`config.mk`:
```
export PLATFORM = sky130hd
export DESIGN_NAME = anabellek_yanitlayici
export DESIGN_NICKNAME = d
export VERILOG_FILES = /design/src/rtl/anabellek_paket.sv /design/src/rtl/anabellek_hakem.sv /design/src/rtl/anabellek_yanitlayici.sv
export SDC_FILE = /design/constraint.sdc
export NUM_CORES = 1
export LEC_CHECK = 0
export BUFFER_PORTS_ARGS = -buffer_cell sky130_fd_sc_hd__clkbuf_2
export CAP_MARGIN = 5
export CORE_AREA = 3 3 244 246
export DETAILED_ROUTE_END_ITERATION = 8
export DIE_AREA = 0 0 247 249
export PLACE_DENSITY = 0.5
export SLEW_MARGIN = 20
export SYNTH_ARGS = -nofsm -noshare
export SYNTH_HDL_FRONTEND = slang
export SYNTH_SLANG_ARGS = --single-unit
```
`constraint.sdc`:
```
create_clock -name clk_i -period 7.4 [get_ports clk_i]
set_input_delay 1.11 -clock clk_i [delete_from_list [all_inputs] [get_ports clk_i]]
set_output_delay 1.11 -clock clk_i [all_outputs]
set_load 0.1 [all_outputs]
```
`src/rtl/anabellek_paket.sv`:
```
// Shared types and constants for the main-memory responder: FSM states,
// requester identities and block geometry.
package anabellek_paket;

  typedef enum logic [1:0] {
    BOSTA = 2'd0,
    AKTAR = 2'd1,
    YANIT = 2'd2
  } durum_t;

  typedef enum logic {
    GETIR  = 1'b0,
    BELLEK = 1'b1
  } sahip_t;

  localparam int OBEK_KELIME = 4;  // beats per block
  localparam int OBEK_HIZA   = 4;  // low address bits dropped for block alignment
  localparam int SAYAC_BIT   = $clog2(OBEK_KELIME);

endpackage

```
`src/rtl/anabellek_hakem.sv`:
```
// Two-way round-robin arbiter: a lone requester always wins, a conflict goes
// to whichever requester did not win last time.
module anabellek_hakem
  import anabellek_paket::*;
(
  input  logic   getir_istek,
  input  logic   bellek_istek,
  input  sahip_t son_kazanan,
  output logic   kabul,
  output sahip_t kazanan
);

  // NOTE: every output gets a default first so no path through this block infers a latch.
  always_comb begin
    kabul   = getir_istek | bellek_istek;
    kazanan = GETIR;
    if (getir_istek && bellek_istek) begin
      kazanan = (son_kazanan == GETIR) ? BELLEK : GETIR;
    end else if (bellek_istek) begin
      kazanan = BELLEK;
    end
  end

endmodule

```
`src/rtl/anabellek_yanitlayici.sv`:
```
// Main-memory responder: arbitrates fetch/memory-stage block requests and
// moves each block as four in-order word beats over the RAM port.
module anabellek_yanitlayici
  import anabellek_paket::*;
#(
  parameter int OBEK_BIT   = 128,
  parameter int KELIME_BIT = 32,
  parameter int ADRES_BIT  = 32
) (
  input  logic                  clk_i,
  input  logic                  rst_i,

  input  logic                  getir_asamasi_istek_i,
  input  logic [ADRES_BIT-1:0]  getir_adres_i,
  input  logic                  getir_oku_i,
  output logic                  anabellek_musait_o,
  output logic                  getir_asamasina_veri_hazir_o,
  output logic [OBEK_BIT-1:0]   okunan_obek_o,

  input  logic                  bellek_asamasi_istek_i,
  input  logic [ADRES_BIT-1:0]  bellek_adres_i,
  input  logic                  bellek_oku_i,
  input  logic                  bellek_yaz_i,
  input  logic [OBEK_BIT-1:0]   bellek_yazilacak_obek_i,
  output logic                  bellek_asamasina_veri_hazir_o,

  output logic                  ram_istek_o,
  output logic [ADRES_BIT-1:0]  ram_adres_o,
  output logic                  ram_yaz_o,
  output logic [KELIME_BIT-1:0] ram_yaz_veri_o,
  input  logic                  ram_gecerli_i,
  input  logic [KELIME_BIT-1:0] ram_okunan_veri_i
);

  localparam logic [ADRES_BIT-1:0] HIZA_MASKESI = ~ADRES_BIT'((1 << OBEK_HIZA) - 1);
  localparam logic [SAYAC_BIT-1:0] SON_SAYAC    = SAYAC_BIT'(OBEK_KELIME - 1);

  durum_t                durum, durum_sonraki;
  logic [SAYAC_BIT-1:0]  sayac;
  sahip_t                son_kazanan, sahip, kazanan;
  logic                  kabul, yaz_r, aktar, son_vurus;
  logic                  getir_gecerli, bellek_gecerli;
  logic [ADRES_BIT-1:0]  taban_adres, secili_adres;
  logic [OBEK_BIT-1:0]   yaz_obek, tampon, tampon_sonraki, okunan_obek_r;

  // A request counts only when it carries a command.
  assign getir_gecerli  = getir_asamasi_istek_i & getir_oku_i;
  assign bellek_gecerli = bellek_asamasi_istek_i & (bellek_oku_i | bellek_yaz_i);

  anabellek_hakem u_hakem (
    .getir_istek  (getir_gecerli),
    .bellek_istek (bellek_gecerli),
    .son_kazanan  (son_kazanan),
    .kabul        (kabul),
    .kazanan      (kazanan)
  );

  assign aktar        = (durum == AKTAR);
  assign son_vurus    = (sayac == SON_SAYAC);
  assign secili_adres = (kazanan == BELLEK) ? bellek_adres_i : getir_adres_i;

  // NOTE: sequential state uses non-blocking assignments so every register samples pre-edge values.
  always_ff @(posedge clk_i or negedge rst_i) begin
    if (!rst_i) durum <= BOSTA;
    else        durum <= durum_sonraki;
  end

  always_comb begin
    durum_sonraki = durum;
    unique case (durum)
      BOSTA:   if (kabul) durum_sonraki = AKTAR;
      AKTAR:   if (ram_gecerli_i && son_vurus) durum_sonraki = YANIT;
      YANIT:   durum_sonraki = BOSTA;
      default: durum_sonraki = BOSTA;
    endcase
  end

  // Current beat's read word dropped into its slot of the assembly buffer.
  always_comb begin
    tampon_sonraki = tampon;
    tampon_sonraki[int'(sayac)*KELIME_BIT +: KELIME_BIT] = ram_okunan_veri_i;
  end

  // NOTE: the block buffers are plain registers, reset so the shared read bus starts at zero.
  always_ff @(posedge clk_i or negedge rst_i) begin
    if (!rst_i) begin
      sayac         <= '0;
      son_kazanan   <= GETIR;
      sahip         <= GETIR;
      yaz_r         <= 1'b0;
      taban_adres   <= '0;
      yaz_obek      <= '0;
      tampon        <= '0;
      okunan_obek_r <= '0;
    end else begin
      unique case (durum)
        BOSTA: begin
          if (kabul) begin
            sahip       <= kazanan;
            son_kazanan <= kazanan;
            // Memory stage with both commands set is treated as a write.
            yaz_r       <= (kazanan == BELLEK) && bellek_yaz_i;
            taban_adres <= secili_adres & HIZA_MASKESI;
            yaz_obek    <= bellek_yazilacak_obek_i;
            sayac       <= '0;
          end
        end
        AKTAR: begin
          if (ram_gecerli_i) begin
            sayac <= sayac + 1'b1;
            if (!yaz_r) begin
              tampon <= tampon_sonraki;
              if (son_vurus) okunan_obek_r <= tampon_sonraki;
            end
          end
        end
        default: ;
      endcase
    end
  end

  assign anabellek_musait_o            = (durum == BOSTA);
  assign getir_asamasina_veri_hazir_o  = (durum == YANIT) && (sahip == GETIR);
  assign bellek_asamasina_veri_hazir_o = (durum == YANIT) && (sahip == BELLEK);
  assign okunan_obek_o                 = okunan_obek_r;

  assign ram_istek_o    = aktar;
  assign ram_yaz_o      = aktar && yaz_r;
  assign ram_adres_o    = aktar ? (taban_adres + ADRES_BIT'({sayac, 2'b00})) : '0;
  assign ram_yaz_veri_o = (aktar && yaz_r) ? yaz_obek[int'(sayac)*KELIME_BIT +: KELIME_BIT] : '0;

endmodule

```
# Word level (Yosys, flattened, before mapping)
# Cells that the tools add are included.
[totals] in_bits=232 elab_cells=52 ff_bits=418 output_inout_bits=197
[op_classes] n_eq_ne=6 muxes=13 reduce_logical=13 bitwise_logic=6 shifts=3 n_addsub=3
[op_table] op="bitwise mux 128 bit" count=1
[op_table] op="variable shift 32 x 33 -> 128 bit (first input constant)" count=1
[op_table] op="indexed part select 128 x 8 -> 32 bit" count=1
[op_table] op="indexed part select 32 x 33 -> 128 bit" count=1
[op_table] op="2-to-1 mux 32 bit" count=3
[op_table] op="negator 7 -> 33 bit" count=1
[op_table] op="adder 32 x 4 -> 32 bit" count=1
[op_table] op="2-to-1 mux 2 bit" count=4
[op_table] op="one-hot mux 2 bit (2 select lines)" count=2
[op_table] op="logical AND 1 bit" count=6
[op_table] op="AND reduction 3 bit" count=2
[op_table] op="equality test 2 bit (second input constant)" count=2
[op_table] op="!= test 2 x 1 -> 1 bit (second input constant)" count=2
[op_table] op="AND reduction 2 bit" count=2
[op_table] op="AND reduction 4 bit" count=1
[op_table] op="2-to-1 mux 1 bit" count=3
[op_table] op="adder 2 x 1 -> 2 bit (second input constant)" count=1
[op_table] op="bitwise AND 1 bit" count=2
[op_table] op="equality test 2 x 1 -> 1 bit (second input constant)" count=1
[op_table] op="zero test 2 bit" count=1
[op_table] op="!= test 2 bit (second input constant)" count=1
[op_table] op="NOT 1 bit" count=2
[op_table] op="bitwise OR 1 bit" count=2
[op_table] op="nonzero test 2 bit" count=1

# Logic depth before layout (Yosys ltp)
[depth] depth_word=5 mapped_depth=11 mapped_depth_nobuf=6

# By module
# A second synthesis with hierarchy kept.
[unflattened] cells_unflattened=1709 hier_area_um2=17162.7
[modules_own_cells] mod="anabellek_yanitlayici" seq_area_each_um2=9659.3 cells_per_inst=1707 area_per_inst_um2=17148.9 instances=1
[modules_own_cells] mod="anabellek_hakem" seq_area_each_um2=0.0 cells_per_inst=2 area_per_inst_um2=13.8 instances=1

# Worst setup path before layout
# No wires, ideal clock.
[synth_timing] path_kind="register -> output" from="register durum[0]" to="output getir_asamasina_veri_hazir_o" t_arrival_ps=2735 setup_slack_ps=3555 path_buffers=1 required_time_ps=6290 stages_incl_launch_ff=3 path_cell_list="dfrtp_1 -> buf_2 -> nor3b_1"
[synth_via] elab_chain_cells=2
[synth_lines] element="start: declaration" line="anabellek_yanitlayici.sv:38" source="durum_t durum, durum_sonraki;"
[synth_lines] element="start signal: assignment" line="anabellek_yanitlayici.sv:65" source="else durum <= durum_sonraki;"
[synth_lines] element="equality test 2 bit" line="anabellek_yanitlayici.sv:123" source="assign getir_asamasina_veri_hazir_o = (durum == YANIT) && (sahip == GETIR);"
[synth_lines] element="logical AND 1 bit" line="anabellek_yanitlayici.sv:123"
[synth_lines] element="end: declaration" line="anabellek_yanitlayici.sv:17" source="output logic getir_asamasina_veri_hazir_o,"
# Every way passes these cells.

# Final worst setup path
[layout_timing] from="register sayac[0]" to="output ram_yaz_veri_o[2]"
[layout_via] elab_chain_cells=2
[layout_lines] element="start: declaration" line="anabellek_yanitlayici.sv:39" source="logic [SAYAC_BIT-1:0] sayac;"
[layout_lines] element="start signal: assignment" line="anabellek_yanitlayici.sv:110" source="sayac <= sayac + 1'b1;"
[layout_lines] element="indexed part select 128 x 8 -> 32 bit" line="anabellek_yanitlayici.sv:130" source="assign ram_yaz_veri_o = (aktar && yaz_r) ? yaz_obek[int'(sayac)*KELIME_BIT +: KELIME_BIT] : '0;"
[layout_lines] element="2-to-1 mux 32 bit" line="anabellek_yanitlayici.sv:130"
[layout_lines] element="end: declaration" line="anabellek_yanitlayici.sv:30" source="output logic [KELIME_BIT-1:0] ram_yaz_veri_o,"
# Every way passes these cells.

==> impl_metrics.toml <==
[status]
outcome = "finished, final reports clean"

[timing]
maxSlewHeadroom_pct = 35.6
finalSetupTns_ns = 0
slew_viol_final = 0
setup_viol = 0
fmax_mhz = 243
rsz0062_at_grt = "no"
min_period_ns = 4.12
skew_ns = 0.0129
final-hold-violation-count = 0
fin_crit_sh_pct = 55.7
tightest_slew_ns = 0.967

[global_routing]
grt_start_max_net_pins = 180
grtUsageTotal_pct = 16.3
overflow = 0
grt_pass1_wl_um = 77900
grt_pass1_vias = 12600
antenna_found_initial = 13

[synth]
syn-cell-area_um2 = 17300
yosysWarnings = 0
synth_top_family_by_area = "multiplexers"
ys_seq_area_share_pct = 56.0
synth_compound_area_share_pct = 13.3
synth_fa_ha_area_share_pct = 0.363
synth_simple_gate_area_share_pct = 9.51
syn_avg_cell_area_um2 = 12.3
synth.area.mux_share_pct = 16.0
synthTopCellsByArea = "dfrtp_1, mux2_4, a22o_1"
syn_inst = 1401
yosysUniqueCellTypes = 41
synth-xor-area-share_pct = 0
synth.ff_latch_count = 386
synth_top_area_share_pct = 56.0
synth_top_area_cell = "dfrtp_1"

[worst_setup_path]
crit_type = "reg -> out"
startpoint_type = "flop"
path_buf_inv = 2
crit_chain = "buf_4 > mux4_2 > and3_1 > clkbuf_2"
timing.rr.end = "tampon[85]"
regToRegSetupSlack_ns = 3.51
worst_ep_required_time_ns = 6.29
slowest_stage = "dfrtp_2"
critPathTopFamily = "buffers and inverters"
reg2regPathDepth = 6
rr_startpoint = "sayac[1]"
critPathMaxFanout = 21
end_kind = "output pin"
crit_arrival_ns = 3.01
slowest_delay_ns = 0.78

[detailed_routing]
avgRoutedWirePerCell_um = 20.1
ant_nets = 0
drt_iter0_markers = 590
viasPerCell = 4.77
wl_um = 50800
dr.pass1.iters = 5
drc = 0
vias = 12100

[die]
io_pins = 429
start_util_pct = 30.0
die_w_um = 247
fp-row-count = 88
core-area_um2 = 57600
dieHeight_um = 249
dieArea_um2 = 61500

[clocking]
htreeDepth = 2
numCtsBuffers = 46
cts_resized = 0
cts_tree = "done"
cts_max_path_buffers = 3
ctsHoldBuffers = 0
root_buffer = "clkbuf_16"
tritoncts_num_sinks = 386
cts_setup_buffers = 0
clk_pin_slew_worst_paths_ns = 0.06
clk-insertion-delay-late_ns = 0.56

[final_layout]
synthToLayoutAreaGrowth_pct = 22.8
layout.nets = 1975
fin_cells = 2535
fillers = 5702
drive_gt1_share_pct = 38.3
final_util_pct = 36.8

[power]
peakVddDrop_mv = 0.324
powerDensity_nw_per_um2 = 520
p_leak_nw = 10.6

[placement]
routabilityCongestion = 0.844
port-buffer-count = 418
hpwl_um = 33500
dp_cells = 2453

[min_path]
hold_path.class = "in -> async"

[job]
max-cap-violations = 0
layout by cell type (no fill, tap or decap), types with 3 or more instances in the layout:
master,count
a21oi_1,96
and2_1,32
dfrtp_1,385
nand2_1,134
inv_1,5
mux4_2,32
clkbuf_8,8
clkbuf_16,47
ha_1,3
a22o_1,130
nor2b_1,94
mux2_2,48
and3_1,32
clkbuf_1,11
buf_12,3
o21ai_0,125
buf_4,13
mux2_4,80
mux2i_1,29
clkinv_2,8
clkbuf_2,417
metrics by stage:
stage | hold slack, ns | cell area (µm²) | setup WS [ns] | power [mW]
6_report | 0.461 | 21200 | 3.28 | 11.0
5_1_grt | 0.457 | 21200 | 3.07 | 11.6
4_1_cts | 0.445 | 21100 | 3.16 | 11.2
3_5_place_dp | 0.462 | 19700 | 3.45 | 8.91
3_3_place_gp | 0.455 | 19700 | 3.40 | 8.85
2_1_floorplan | 0.442 | 17300 | 3.56 | 7.87
kinds of logic after synthesis:
group                      count (synthesis)
DFF                                      386
buffers and inverters                    153
AOI/OAI and AO/OA                        358
muxes                                    189
and+or+nand+nor                          309
other                                      1
adders and majority gates                  5
state kept, by name, summed over array words and instances, names as in the netlist:
signal,count
yaz_r,1
yaz_obek,128
taban_adres,28
sahip,1
durum,2
sayac,2
okunan_obek_o,128
tampon,96
layout make-up:
type / instances / area [µm²] / area share [%]
diodes: 1 / 2.50 / 0.0118
clock buffers: 66 / 1330 / 6.27
clock inverters: 13 / 105 / 0.496
inverters: 5 / 18.8 / 0.0886
multi-input cells: 863 / 6800 / 32.1
flip-flops and latches: 386 / 9660 / 45.6
well taps: 765 / 957 / 4.52
repair buffers: 436 / 2310 / 10.9
per-layer routing:
layer | up-vias | GRT usage, % | part of all wire [%]
met5 | - | 0 | 0.33
met4 | 24 | 3.92 | 2.1
met3 | 92 | 5.58 | 8.2
met2 | 373 | 26.8 | 47
met1 | 5990 | 20.6 | 42
li1 | 5606 | - | -
synthesized netlist by cell type (all sizes together):
master	count
a211o	1
o31ai	1
conb	1
o21ai	126
nor3b	1
a31o	1
a21oi	96
nor2b	95
and2b	2
mux2	128
ha	5
and3	32
a22o	130
mux4	32
nor3	1
o21bai	1
nand2b	1
and3b	1
and2	33
nor2	4
dfrtp	386
clkbuf	76
a31oi	1
mux2i	29
buf	72
inv	5
nand4	1
and4bb	1
and4	2
o22ai	1
nand2	135
how the worst max path moves through the flow:
stage	from	to	slack, ns	cells after the start
after floorplan	durum[0]	getir_asamasina_veri_hazir_o	3.56	2
after global placement	sayac[1]	tampon[79]	3.40	6
after detailed placement	sayac[1]	tampon[90]	3.45	6
after CTS	sayac[0]	ram_yaz_veri_o[2]	3.16	4
after global routing	sayac[0]	ram_yaz_veri_o[14]	3.07	4
final	sayac[0]	ram_yaz_veri_o[2]	3.28	4
power breakdown:
group	switching [mW]	total (mW)	internal, mW
clock network	0.893	2.17	1.28
registers	0.509	3.48	2.97
logic	3.78	5.37	1.58
No activity file was read; power rests on OpenSTA's default activity.
